<file path="src/rtl/aes_pkg.sv">
// -----------------------------------------------------------------------------
// aes_pkg
// Shared definitions for the blocks that feed the aes encryption core.
//   AES_BLK_W      : width of one AES block and of the key (128 bits)
//   AES_WORD_W     : width of one plaintext word on the stream input (32 bits)
//   packer_state_e : states of the aes_in_packer controller
// -----------------------------------------------------------------------------
package aes_pkg;

  localparam int AES_BLK_W  = 128;
  localparam int AES_WORD_W = 32;

  typedef enum logic [1:0] {
    PK_FILL  = 2'd0,
    PK_ISSUE = 2'd1,
    PK_WAIT  = 2'd2
  } packer_state_e;

endpackage : aes_pkg

</file>
<file path="src/rtl/aes_in_packer.sv">
// -----------------------------------------------------------------------------
// aes_in_packer
// Packs four 32-bit plaintext words into one 128-bit block, holds a separately
// loaded key and issues one block at a time to the aes core. The core has no
// backpressure, so after each issue the packer waits for the core's result
// strobe (or a timeout) before collecting the next block.
//
// Parameters
//   TIMEOUT : maximum cycles spent in WAIT before giving up (>= 2)
//   CNT_W   : width of the issued-block counter
// Ports
//   clk, resetn     : clock (rising edge) and synchronous active-low reset
//   s_valid/s_ready : plaintext word handshake, s_data is the word
//                     (the first word of a block ends up in bits [127:96])
//   key_load        : key strobe, effective only while key_ready is high
//   key_value       : key to load
//   key_ready       : high while collecting words (key may be changed)
//   flush           : discard partially collected words
//   aes_data_valid  : one-cycle issue pulse to the core
//   aes_data        : block to the core
//   aes_key         : key to the core
//   aes_res_valid   : result strobe from the core
//   busy            : a block is being issued or is in flight
//   err_timeout     : sticky, the core failed to answer within TIMEOUT cycles
//   blk_cnt         : number of blocks issued, wraps to 0
// -----------------------------------------------------------------------------
module aes_in_packer
  import aes_pkg::*;
#(
  parameter int TIMEOUT = 64,
  parameter int CNT_W   = 16
) (
  input  logic                  clk,
  input  logic                  resetn,
  input  logic                  s_valid,
  output logic                  s_ready,
  input  logic [AES_WORD_W-1:0] s_data,
  input  logic                  key_load,
  input  logic [AES_BLK_W-1:0]  key_value,
  output logic                  key_ready,
  input  logic                  flush,
  output logic                  aes_data_valid,
  output logic [AES_BLK_W-1:0]  aes_data,
  output logic [AES_BLK_W-1:0]  aes_key,
  input  logic                  aes_res_valid,
  output logic                  busy,
  output logic                  err_timeout,
  output logic [CNT_W-1:0]      blk_cnt
);

  localparam int TCNT_W = $clog2(TIMEOUT);
  localparam logic [TCNT_W-1:0] TCNT_LAST = TCNT_W'(TIMEOUT - 1);

  packer_state_e        state_q,   state_d;
  logic [1:0]           wcnt_q,    wcnt_d;
  logic [AES_BLK_W-1:0] data_q,    data_d;
  logic [AES_BLK_W-1:0] key_q,     key_d;
  logic                 key_vld_q, key_vld_d;
  logic [TCNT_W-1:0]    tcnt_q,    tcnt_d;
  logic                 err_q,     err_d;
  logic [CNT_W-1:0]     blk_cnt_q, blk_cnt_d;

  logic accept;

  // Handshake outputs depend only on registered state and flush, never on
  // s_valid, so an upstream that waits for s_ready cannot form a loop.
  assign key_ready      = (state_q == PK_FILL);
  assign s_ready        = (state_q == PK_FILL) && key_vld_q && !flush;
  assign accept         = s_valid && s_ready;
  assign busy           = (state_q == PK_ISSUE) || (state_q == PK_WAIT);
  assign aes_data_valid = (state_q == PK_ISSUE);
  assign aes_data       = data_q;
  assign aes_key        = key_q;
  assign err_timeout    = err_q;
  assign blk_cnt        = blk_cnt_q;

  always_comb begin
    // NOTE: every _d gets its hold value first; a path that forgets to assign
    // one would otherwise infer a latch instead of a held flop.
    state_d   = state_q;
    wcnt_d    = wcnt_q;
    data_d    = data_q;
    key_d     = key_q;
    key_vld_d = key_vld_q;
    tcnt_d    = tcnt_q;
    err_d     = err_q;
    blk_cnt_d = blk_cnt_q;

    unique case (state_q)
      PK_FILL: begin
        // Loading alongside the fourth word is fine: the key register is
        // written on the same edge that moves to ISSUE, so that block uses it.
        if (key_load) begin
          key_d     = key_value;
          key_vld_d = 1'b1;
        end
        if (flush) begin
          wcnt_d = '0;
          data_d = '0;
        end else if (accept) begin
          data_d = {data_q[AES_BLK_W-AES_WORD_W-1:0], s_data};
          wcnt_d = wcnt_q + 2'd1;
          if (wcnt_q == 2'd3) begin
            state_d = PK_ISSUE;
          end
        end
      end

      PK_ISSUE: begin
        blk_cnt_d = blk_cnt_q + CNT_W'(1);
        tcnt_d    = '0;
        state_d   = PK_WAIT;
      end

      PK_WAIT: begin
        // A response on the final timeout cycle wins over the timeout.
        if (aes_res_valid) begin
          state_d = PK_FILL;
        end else if (tcnt_q == TCNT_LAST) begin
          err_d   = 1'b1;
          state_d = PK_FILL;
        end else begin
          tcnt_d = tcnt_q + TCNT_W'(1);
        end
      end

      default: state_d = PK_FILL;
    endcase
  end

  // NOTE: sequential state is written with non-blocking assignments only, so
  // every flop samples the pre-edge value of every other flop.
  always_ff @(posedge clk) begin
    if (!resetn) begin
      state_q   <= PK_FILL;
      wcnt_q    <= '0;
      data_q    <= '0;
      key_q     <= '0;
      key_vld_q <= 1'b0;
      tcnt_q    <= '0;
      err_q     <= 1'b0;
      blk_cnt_q <= '0;
    end else begin
      state_q   <= state_d;
      wcnt_q    <= wcnt_d;
      data_q    <= data_d;
      key_q     <= key_d;
      key_vld_q <= key_vld_d;
      tcnt_q    <= tcnt_d;
      err_q     <= err_d;
      blk_cnt_q <= blk_cnt_d;
    end
  end

endmodule : aes_in_packer

</file>
<file path="config.mk">
export PLATFORM = sky130hd
export DESIGN_NAME = aes_in_packer
export DESIGN_NICKNAME = d
export VERILOG_FILES = /design/src/rtl/aes_pkg.sv /design/src/rtl/aes_in_packer.sv
export SDC_FILE = /design/constraint.sdc
export NUM_CORES = 1
export LEC_CHECK = 0
export CORE_AREA = 3 3 170 172
export CTS_CLUSTER_DIAMETER = 80
export DETAILED_ROUTE_END_ITERATION = 8
export DIE_AREA = 0 0 173 175
export GPL_TIMING_DRIVEN = 0
export PLACE_DENSITY = 0.77
export SLEW_MARGIN = 10
export SYNTH_ARGS = -nofsm -noshare
export SYNTH_HDL_FRONTEND = slang
export SYNTH_SLANG_ARGS = --single-unit
</file>
<file path="constraint.sdc">
create_clock -name clk -period 3.8 [get_ports clk]
set_clock_uncertainty 0.2 [all_clocks]
set_input_delay 1.14 -clock clk [delete_from_list [all_inputs] [get_ports clk]]
set_output_delay 1.14 -clock clk [all_outputs]
set_load 0.05 [all_outputs]
</file>
==> flow_summary.yaml <==
sta:
  finalCriticalPeriod_ns: 3.68
  setup_slack_ns: 0.122
  hold_viol_final: 0
  slew_viol_final: 0
  max_freq_mhz: 272
  rsz0062_at_grt: "no"
  relSlewSlack_pct: 56.8
  setup_violations: 0
  worst_pin_slew_ns: 0.647
  finalSetupTns_ns: 0
  period_share_pct: 96.8
power_and_ir_drop:
  leakage_nw: 5.86
  powerDensity_mw_per_mm2: 434
  peakVddDrop_uv: 378
synth:
  synthArstFlopShare_pct: 0
  syn_avg_cell_area_sq_um: 9.33
  syn_inst: 1129
  yosys-top-cells-count: "284 x dfxtp_1, 275 x nand2_1, 131 x nor2b_1"
  synth_area_leaders: "dfxtp_1 54%, nand2_1 9.8%, a21boi_0 9.2%, a22oi_1 9.2%, nor2b_1 7.8%"
  synth_top_cell_by_area: "dfxtp_1"
  synth_edf_count: 0
  synth_nets: 1301
  ys_ff_latch: 284
  synth_top_area_share_pct: 54.0
  yosys_warnings: 0
  ys.flop_type: "dfxtp_1"
  synth_cell_type_count: 35
  synth_area_sq_mm: 0.0105
  ys_seq_area_share_pct: 54.0
  yosysMostFrequentCell: "dfxtp_1"
grt:
  grt_max_degree: 15
  gr-total-overflow: 0
  grt_use_total_pct: 23.7
  grt_pass1_wl_um: 57700
  grt_pass1_vias: 9791
  antenna_found_initial: 1
placed_design:
  placed_area_sq_mm: 0.0154
  dp_hpwl_um: 28400
  place_ws_ns: -0.150
  place_congestion: 0.948
  io_buffers: 441
critical_path:
  worst_path_largest_cell_delay_ns: 0.54
  cp_top_family: "buffers and inverters"
  cp.arrival_ns: 2.34
  path_depth: 3
  cp.required_ns: 2.46
  critPathCaptureType: "primary output"
  critPathKind: "in2out"
  crit_path_cell_trace: "clkdlybuf4s50_1, nor2_1, dlygate4sd2_1"
  startpoint_type: "input pin"
  slowest_stage: "dlygate4sd2_1"
  r2r_setup_slack_ns: 1.31
  r2r_end: "aes_key[50]"
  path_buf_inv: 2
  crit_fanout: 3
  r2r-start: "state_q[0]"
  r2r_cells: 7
hold_path:
  worstHoldEndpoint: "aes_key[80]"
  min_from: "aes_key[80]"
  min_path_cells: 2
  min_path_type: "reg2reg"
finish:
  layout.nets: 1774
  diodes: 0
  layout-drive-gt1-share_pct: 5.54
  nFillCells: 2416
  final_cell_area_sq_mm: 0.0165
  finish.utilization_pct: 59.7
  syn_to_final_growth_pct: 56.4
floorplan:
  dieArea_sq_mm: 0.0303
  die_h_um: 175
  io_pins: 443
  die_w_um: 173
  start_util_pct: 38.1
  core_area_sq_mm: 0.0276
  rows: 61
clock_tree:
  cts_tree: "done"
  clk_path_buf_depth: 3
  path_clk_slew_ns: 0.06
  clk_latency_ns: 0.55
  cts_root_buf: "clkbuf_16"
  cts_buffers: 30
  htreeDepth: 1
  cts.sinks: 284
route:
  dr.pass1.iters: 5
  viasPerCell: 4.99
  routed_wl_um: 37700
  vias: 9985
  wl_per_cell_um: 18.8
  first_iter_violations: 570
  drc: 0
  ant_nets: 0
outcome:
  status: "completed"
job:
  maxCapViolCount: 0
-- layout by cell type, fill, tap and decap left out, types with 4 or more instances in the layout --
| master | n |
|---|---|
| a21boi_0 | 129 |
| a21oi_1 | 4 |
| a22oi_1 | 129 |
| and2_1 | 12 |
| buf_2 | 29 |
| buf_4 | 11 |
| bufinv_16 | 4 |
| clkbuf_1 | 56 |
| clkbuf_16 | 31 |
| clkbuf_8 | 8 |
| clkdlybuf4s50_1 | 440 |
| clkinv_2 | 5 |
| dfxtp_1 | 284 |
| ha_1 | 6 |
| inv_1 | 5 |
| mux2i_1 | 6 |
| nand2_1 | 275 |
| nand3_1 | 12 |
| nand4_1 | 4 |
| nor2b_1 | 131 |
| nor3_1 | 4 |
| xnor2_1 | 6 |
| xor2_1 | 5 |
-- power breakdown --
group | leakage [nW] | switching (mW) | total (mW) | internal, mW
sequential | 2.31 | 0.0446 | 3.10 | 3.06
combinational | 3.02 | 0.559 | 0.945 | 0.386
clock | 0.524 | 1.19 | 3.10 | 1.91
total | 5.86 | 1.79 | 7.15 | 5.36
-- routing by layer --
metal	track usage (%)	wire length, um	up-vias
met3	6.00	2700	67
li1	-	-	4766
met5	0	13	-
met2	40.9	18300	364
met4	7.47	1240	2
met1	29.2	15400	4786
-- sequential cells by signal (all words and copies together) (netlist names) --
register	cells
err_timeout	1
aes_data	128
key_vld_q	1
state_q	2
tcnt_q	6
wcnt_q	2
aes_key	128
blk_cnt	16
-- what timing repair did --
action	in CTS	in global routing
hold buffers	0	0
setup endpoints to repair	1	0
setup buffers	0	0
gates resized for setup	1	0
-- area by class of cell --
class | instances | area (sq um) | area share (%)
flip-flops and latches | 284 | 5690 | 34.5
multi-input cells | 750 | 4420 | 26.8
repair buffers | 441 | 4410 | 26.8
clock buffers | 46 | 912 | 5.53
well taps | 378 | 473 | 2.87
plain buffers | 90 | 415 | 2.52
clock inverters | 9 | 145 | 0.881
inverters | 5 | 18.8 | 0.114
-- worst reg2reg max path, delay by kind of cell (launching register included) --
kind                     cells  cell delay, ns
adder cells (fa/ha/maj)      1            0.32
AO/OA/AOI/OAI                1            0.22
flip-flops                   1            0.35
AND/OR/NAND/NOR              2            0.26
buffers and inverters        3            1.06
-- per-stage QoR --
step	instances	hold slack (ns)	power, mW
global placement	1948	0.250	4.10
global route	2003	0.274	7.40
CTS	2003	0.264	7.22
detailed placement	1948	0.256	4.11
floorplan	1129	0.251	3.67
finish	2003	0.260	7.15
-- cells by family after synthesis --
family / share of synthesized area [%]
adders and majority gates: 0.712
and+or+nand+nor: 20.0
AOI/OAI and AO/OA: 19.7
muxes: 0.570
buffers and inverters: 4.12
DFF: 54.0
xor gates and xnor gates: 0.914
-- worst max path at each step --
stage | endpoint | from
finish | s_ready | flush
global route | s_ready | flush
CTS | s_ready | flush
detailed placement | s_ready | flush
global placement | s_ready | flush
floorplan | s_ready | flush
No activity file was read; power rests on OpenSTA's default activity.
